===== src/rtl/cordic_arbiter.sv =====
// -----------------------------------------------------------------------------
// cordic_arbiter
//
// Shares a single cordic core between NREQ requesters. A round-robin scan
// picks the next requester and the arbiter loads its angle into the core and
// pulses core_start. It then waits for core_done and hands the results back
// to that requester. A watchdog aborts the operation if the core never
// answers. The abort is reported with rsp_err=1 and all-zero results.
//
// Parameters
//   NREQ     number of requesters (2..8)
//   W        angle / result width
//   TIMEOUT  maximum WAIT cycles before abort (>= 2)
//
// Ports
//   clk, rst            clock, asynchronous active-high reset
//   req/req_angle/req_radian   per-requester request level, angle, radian_en
//   gnt                 one-hot pulse: request accepted
//   rsp_valid           one-hot pulse: results valid for that requester
//   rsp_sin/cos/tan/cot shared result bus, held between responses
//   rsp_err             qualifies rsp_valid: 1 = timeout abort
//   busy                high whenever the arbiter is not idle
//   core_start          one-cycle start pulse to the core
//   core_angle/core_radian_en  operands to the core, held from grant to grant
//   core_sin/cos/tan/cot, core_done  core results and completion
//
// Optional build macro
//   CORDIC_ARB_STATS_EN adds saturating counters stat_ops and stat_timeouts.
// -----------------------------------------------------------------------------
module cordic_arbiter #(
    parameter int NREQ    = 4,
    parameter int W       = 16,
    parameter int TIMEOUT = 64
) (
    input  logic              clk,
    input  logic              rst,
    input  logic [NREQ-1:0]   req,
    input  logic [NREQ*W-1:0] req_angle,
    input  logic [NREQ-1:0]   req_radian,
    output logic [NREQ-1:0]   gnt,
    output logic [NREQ-1:0]   rsp_valid,
    output logic [W-1:0]      rsp_sin,
    output logic [W-1:0]      rsp_cos,
    output logic [W-1:0]      rsp_tan,
    output logic [W-1:0]      rsp_cot,
    output logic              rsp_err,
    output logic              busy,
`ifdef CORDIC_ARB_STATS_EN
    output logic [15:0]       stat_ops,
    output logic [15:0]       stat_timeouts,
`endif
    output logic              core_start,
    output logic [W-1:0]      core_angle,
    output logic              core_radian_en,
    input  logic [W-1:0]      core_sin,
    input  logic [W-1:0]      core_cos,
    input  logic [W-1:0]      core_tan,
    input  logic [W-1:0]      core_cot,
    input  logic              core_done
);

    localparam int PW = $clog2(NREQ);
    localparam int CW = $clog2(TIMEOUT + 1);

    typedef enum logic [1:0] {
        S_IDLE = 2'd0,
        S_WAIT = 2'd1,
        S_RESP = 2'd2
    } state_t;

    state_t          state;
    state_t          state_nxt;

    logic [PW-1:0]   ptr;        // round-robin start point for the next scan
    logic [PW-1:0]   win_q;      // requester owning the operation in flight
    logic [CW-1:0]   cnt;        // WAIT cycles elapsed for this operation

    logic            found;
    logic [PW-1:0]   winner;
    logic [PW:0]     scan_sum;
    logic [PW-1:0]   scan_idx;

    logic            grant_fire;
    logic            done_take;
    logic            tmo_hit;

    // -------------------------------------------------------------------------
    // Round-robin scan. Candidates are visited from the farthest offset down
    // to offset 0, so the nearest set request (from ptr, upward with wrap)
    // is the last one written and wins.
    // -------------------------------------------------------------------------
    always_comb begin
        // NOTE: every variable gets a default before any branch so that no
        // path leaves it unassigned; otherwise synthesis infers a latch.
        found    = 1'b0;
        winner   = '0;
        scan_sum = '0;
        scan_idx = '0;
        for (int k = NREQ - 1; k >= 0; k--) begin
            scan_sum = {1'b0, ptr} + (PW+1)'(k);
            if (scan_sum >= (PW+1)'(NREQ)) begin
                scan_sum = scan_sum - (PW+1)'(NREQ);
            end
            scan_idx = scan_sum[PW-1:0];
            if (req[scan_idx]) begin
                found  = 1'b1;
                winner = scan_idx;
            end
        end
    end

    // -------------------------------------------------------------------------
    // FSM next state. The first WAIT cycle (cnt == 0) ignores core_done so
    // that a done left over from the previous operation is not taken. A done
    // in the same cycle as expiry takes priority over the abort.
    // -------------------------------------------------------------------------
    always_comb begin
        state_nxt  = state;
        grant_fire = 1'b0;
        done_take  = 1'b0;
        tmo_hit    = 1'b0;
        case (state)
            S_IDLE: begin
                if (found) begin
                    grant_fire = 1'b1;
                    state_nxt  = S_WAIT;
                end
            end
            S_WAIT: begin
                if ((cnt != '0) && core_done) begin
                    done_take = 1'b1;
                    state_nxt = S_RESP;
                end else if (cnt == CW'(TIMEOUT - 1)) begin
                    tmo_hit   = 1'b1;
                    state_nxt = S_RESP;
                end
            end
            S_RESP: begin
                state_nxt = S_IDLE;
            end
            default: begin
                state_nxt = S_IDLE;
            end
        endcase
    end

    // NOTE: sequential state is updated with non-blocking assignments only,
    // so every register samples the pre-edge values regardless of block order.
    always_ff @(posedge clk or posedge rst) begin
        if (rst) begin
            state <= S_IDLE;
        end else begin
            state <= state_nxt;
        end
    end

    assign busy = (state != S_IDLE);

    // -------------------------------------------------------------------------
    // Datapath. Pulses (gnt, core_start, rsp_valid) default low each cycle.
    // Operands and results otherwise hold their values.
    // -------------------------------------------------------------------------
    always_ff @(posedge clk or posedge rst) begin
        // NOTE: this design has no memories, so every register is cleared by
        // reset. That includes the operand and result buses, which must read
        // 0 out of reset.
        if (rst) begin
            gnt            <= '0;
            rsp_valid      <= '0;
            rsp_sin        <= '0;
            rsp_cos        <= '0;
            rsp_tan        <= '0;
            rsp_cot        <= '0;
            rsp_err        <= 1'b0;
            core_start     <= 1'b0;
            core_angle     <= '0;
            core_radian_en <= 1'b0;
            ptr            <= '0;
            win_q          <= '0;
            cnt            <= '0;
        end else begin
            gnt        <= '0;
            core_start <= 1'b0;
            rsp_valid  <= '0;

            if (grant_fire) begin
                gnt            <= NREQ'(1) << winner;
                core_start     <= 1'b1;
                core_angle     <= req_angle[int'(winner)*W +: W];
                core_radian_en <= req_radian[winner];
                win_q          <= winner;
                cnt            <= '0;
                ptr            <= (winner == PW'(NREQ - 1)) ? '0 : winner + PW'(1);
            end

            if (state == S_WAIT) begin
                cnt <= cnt + CW'(1);
            end

            if (done_take) begin
                rsp_sin   <= core_sin;
                rsp_cos   <= core_cos;
                rsp_tan   <= core_tan;
                rsp_cot   <= core_cot;
                rsp_err   <= 1'b0;
                rsp_valid <= NREQ'(1) << win_q;
            end else if (tmo_hit) begin
                rsp_sin   <= '0;
                rsp_cos   <= '0;
                rsp_tan   <= '0;
                rsp_cot   <= '0;
                rsp_err   <= 1'b1;
                rsp_valid <= NREQ'(1) << win_q;
            end

            // The error flag only qualifies the single RESP cycle.
            if (state == S_RESP) begin
                rsp_err <= 1'b0;
            end
        end
    end

`ifdef CORDIC_ARB_STATS_EN
    // Saturating operation / abort counters, bumped once per RESP cycle.
    always_ff @(posedge clk or posedge rst) begin
        if (rst) begin
            stat_ops      <= '0;
            stat_timeouts <= '0;
        end else if (state == S_RESP) begin
            if (stat_ops != 16'hFFFF) begin
                stat_ops <= stat_ops + 16'd1;
            end
            if (rsp_err && (stat_timeouts != 16'hFFFF)) begin
                stat_timeouts <= stat_timeouts + 16'd1;
            end
        end
    end
`else
`endif

endmodule

===== config.mk =====
export PLATFORM = sky130hd
export DESIGN_NAME = cordic_arbiter
export DESIGN_NICKNAME = d
export VERILOG_FILES = /design/src/rtl/cordic_arbiter.sv
export SDC_FILE = /design/constraint.sdc
export NUM_CORES = 1
export LEC_CHECK = 0
export ABC_AREA = 1
export CORE_MARGIN = 1.5
export CORE_UTILIZATION = 41
export DETAILED_ROUTE_END_ITERATION = 8
export GPL_TIMING_DRIVEN = 0
export PLACE_DENSITY_LB_ADDON = 0.05
export SYNTH_ARGS = -nofsm -noshare
export SYNTH_HDL_FRONTEND = slang
export SYNTH_SLANG_ARGS = --single-unit

===== constraint.sdc =====
create_clock -name clk -period 4.8 [get_ports clk]
set_clock_uncertainty 0.15 [all_clocks]
set_input_delay 0.96 -clock clk [delete_from_list [all_inputs] [get_ports clk]]
set_output_delay 0.96 -clock clk [all_outputs]
set_load 0.02 [all_outputs]

After elaboration in Yosys (flattened, before gate mapping). Index checks and enable logic that the tools add are counted. Widths: inputs -> output; s select.

Add/sub/neg operators: 9. Order comparisons: 9. Equal/unequal tests: 6. Shift-type cells: 3. Muxes and demuxes: 48. Reductions and logical operators: 8.

Operators by type and width (count): $mux 16 (5); $shiftx 64x7->16 (1); $mux 2 (12); $mux 1 (20); $lt 2x3->1 const B (5); $mux 7 (2); $mux 4 (3); $bmux 1 s2 (5); $ge 3x3->1 const B (3); $shl 1x2->4 const A (2); $sub 2x1->2 const B (4); $add 7x1->7 const B (1); $eq 7x6->1 const B (1); $reduce_bool 7->1 (1); $add 2x2->3 const B (2); $reduce_bool 2->1 (3); $eq 2x2->1 const B (2); $pmux 2 s2 (1); $add 2x1->3 const B (1); $ge 2x3->1 const B (1); $ne 3x3->1 const B (1); $reduce_bool 3->1 (1); $add 2x1->2 const B (1); $eq 2x1->1 const B (1); other kinds (4) (4).

Register bits: 104. Input bits: 139. Output and inout port bits: 92. Logic and storage cells: 97.

Logic depth before layout (Yosys ltp).
Depth in word-level cells: 13. Mapped depth: 15. Depth with buffers taken out: 13.

Least setup slack after synthesis. Ideal clock, no wire load.

Kind: input to register. Start: input port req[3]. End: register ptr[1]. Setup time: 0.130 ns. Arrival time: 2.212 ns. Data required time: 4.520 ns. Path slack: 2.308 ns. Stages: 11. Path buffers: 1. Path through: inv_1 -> o21ai_0 -> nand2_1 -> nand3_2 -> nand2_2 -> nand2_4 -> nand2_8 -> buf_6 -> ha_1 -> nand2_1 -> o21ai_0.

Longest elaborated chain between the ends: 8. Elaborated cells on any way between the ends: 21. Classes of those cells: 1 x add/sub; 1 x eq/ne; 19 x mux.

RTL lines: start, declared (line 37) `input logic [NREQ-1:0] req,`; $bmux 1 s2 (line 105) `if (req[scan_idx]) begin`; $mux 1 (implied by the code) (line 105); $mux 2 or $mux 1 (tied branches) (4 in a row) (line 105); $add 2x1->2 (tied with other cells) (line 193) `ptr <= (winner == PW'(NREQ - 1)) ? '0 : winner + PW'(1);`; $mux 2 or $mux 1 (tied branches) (line 193, 122); end signal, assigned (line 193); end, declared (line 74) `logic [PW-1:0] ptr;`.

Several ways; a longest one is shown, not always the timed one. The select of a mux whose other input is x is not followed. A chain may end at the register's enable or synchronous reset.

Worst setup path after layout. Ends and elaborated chain as after synthesis.

==> impl_metrics.yaml <==
place:
  dpl_cell_area_mm2: 0.00743
  place_ws_ns: 1.54
  place_congestion: 0.935
  io_buffers: 230
  dp_hpwl_mm: 11.4
min_path:
  min_path_cells: 1
  hp-class: "flip-flop to flip-flop"
critical_path:
  cpMaxStageDelayCell: "clkdlybuf4s50_1"
  worstSetupEndpointType: "flip-flop"
  path_depth: 12
  path_class: "input port to flip-flop"
  cp.required_ns: 4.87
  critPathLaunchType: "input port"
  cp_max_fo: 10
  rrSetupSlack_ns: 2.43
  cpPeakStageDelay_ns: 0.49
  crit_buf_inv: 4
  crit_chain: "clkdlybuf4s50_1 > inv_1 > o21ai_0 > nand3_1 > nand3_1 > nand2_1 > nand2_1 > buf_4 > buf_4 > ha_1 > nand2_1 > o21ai_0"
  critical-path-top-delay-family: "buffers and inverters"
  crit_arrival_ns: 3.01
  r2r_cells: 12
  crit_top_cell: "nand2_1"
synthesis:
  seq_area_frac_synth_pct: 52.9
  async_flop_share_pct: 100
  avgSynthCellArea_um2: 8.81
  ys.flop_type: "dfrtp_1"
  synth_seq_cells: 104
  syn_nets: 701
  yosysTopAreaCell: "dfrtp_1"
  synth_edf_count: 0
  yosysWarningCount: 0
  syn-cell-area_mm2: 0.00492
  yosysUniqueCellTypes: 30
  synthesis.instances: 559
  ys_top_cells_by_area: "dfrtp_1 (53%), a22o_1 (11%), nand2_1 (11%), nand3_1 (7.9%), inv_1 (7.0%)"
  synth_top_area_share_pct: 52.9
floorplan:
  die_w_um: 113
  ioPinCount: 231
  rows: 39
  start_util_pct: 42.6
  die_height_um: 113
  dieArea_mm2: 0.0127
  core_mm2: 0.0116
run:
  maxCapViolCount: 0
detailed_routing:
  ant_nets: 0
  dr.pass1.iters: 7
  wl_per_cell_um: 15.7
  wirelength_mm: 14.9
  via_count: 4689
  viasPerCell: 4.94
  drc_errors: 19
  drt_iter0_drc: 347
sta:
  worst_slew_pin_slew_ns: 0.513
  setup_viol: 0
  fin_crit_sh_pct: 61.3
  setup_ws_ns: 1.86
  period_minus_slack_ns: 2.94
  setup_tns_ns: 0
  relSlewSlack_pct: 65.8
  max_freq_mhz: 340
  rsz0062_at_grt: "false"
  hold_viol_final: 0
  final_max_slew_viol_count: 0
power:
  finalPower_mw: 5.78
  irDropWorstVdd_v: 0.000314
  power_leakage_nw: 3.85
  cellPowerDensity_mw_per_mm2: 745
clock_tree:
  cts_tree: "yes"
  cts.sinks: 104
  root_buffer: "clkbuf_16"
  clockBufferDepth: 2
  hold_buffers: 0
  cts_buffers: 9
  postCtsSetupBuffers: 0
  cts.repair.resized: 0
  htree_levels: 3
  worstSkewPairLatency_ns: 0.35
  path_clk_slew_ns: 0.06
final_layout:
  layout_common_cells: "clkdlybuf4s50_1 (230), nand2_1 (138), dfrtp_1 (104), inv_1 (91), nand3_1 (78)"
  n_antenna_cell: 0
  mostFrequentLayoutCell: "clkdlybuf4s50_1"
  syn_to_final_growth_pct: 57.6
  drive_gt1_share_pct: 5.96
  postLayoutCellArea_mm2: 0.00776
  nNetsFinal: 943
global_routing:
  overflow: 0
  grt_pass1_wl_mm: 24.4
  grt_max_degree: 69
  grt.total_usage_pct: 24.3
  antenna_found_initial: 0
  first_global_vias: 4650
status:
  status: "finished, violations left"
  violations: "design-rule violations"
## power by group
group,internal [mW],switching (mW),leakage (nW)
Clock,0.471,0.320,0.152
Combinational,1.51,1.97,2.39
Sequential,1.29,0.221,1.31
## metrics by stage
stage               std cells  util [%]  hold slack [ns]
finish                    949      67.1            0.318
global route              949      67.1            0.346
CTS                       949      67.1            0.306
detailed placement        933      64.3            0.298
global placement          932      64.0            0.297
floorplan                 559         -            0.281
## cells by family after synthesis
family / after synthesis / synth area share (%)
DFF: 104 / 52.9
AOI/OAI and AO/OA: 83 / 13.7
buffers and inverters: 127 / 10.7
xor gates and xnor gates: 2 / 0.356
and+or+nand+nor: 240 / 21.6
adders and majority gates: 3 / 0.763
## routing by layer
layer  routed length (µm)  vias to the layer above  track usage [%]
li1                     -                     2298                -
met1                 6070                     2177             30.3
met2                 7410                      199             41.9
met3                 1220                       15             5.35
met4                  216                        0             8.19
met5                    0                        -                0
## worst paths after layout
| kind | end | start |
|---|---|---|
| max | ptr[1] | req[3] |
| min | rsp_valid[0] | win_q[1] |
| max reg2reg | ptr[1] | ptr[0] |
| min reg2reg | rsp_valid[0] | win_q[1] |
| max in group asynchronous | core_angle[9] | rst |
| min in group asynchronous | rsp_cot[6] | rst |
## sequential cells by signal, indices dropped and copies added, names as in the netlist
signal and count:
cnt 7, core_angle 16, core_radian_en 1, core_start 1, gnt 4, ptr 2, rsp_cos 16, rsp_cot 16
rsp_err 1, rsp_sin 16, rsp_tan 16, rsp_valid 4, state 2, win_q 2
## cell usage after synthesis, types with 3 or more instances
cell type and n:
ha_1 3, nand3_1 78, nand2_1 138, a22o_1 64
nor3_1 4, dfrtp_1 104, clkbuf_1 10, buf_1 4
o22ai_1 5, inv_2 4, buf_2 11, nor2_1 11
o21ai_0 10, inv_1 92, buf_6 4
## final cells by class
| cell class | instances | area, µm² |
|---|---|---|
| fillers | 937 | 3810 |
| flip-flops and latches | 104 | 2600 |
| repair buffers | 231 | 2330 |
| multi-input cells | 328 | 1790 |
| inverters | 96 | 363 |
| clock buffers | 11 | 243 |
| well taps | 143 | 179 |
| plain buffers | 31 | 168 |
| clock inverters | 5 | 80.1 |
No activity file was read; power rests on OpenSTA's default activity.
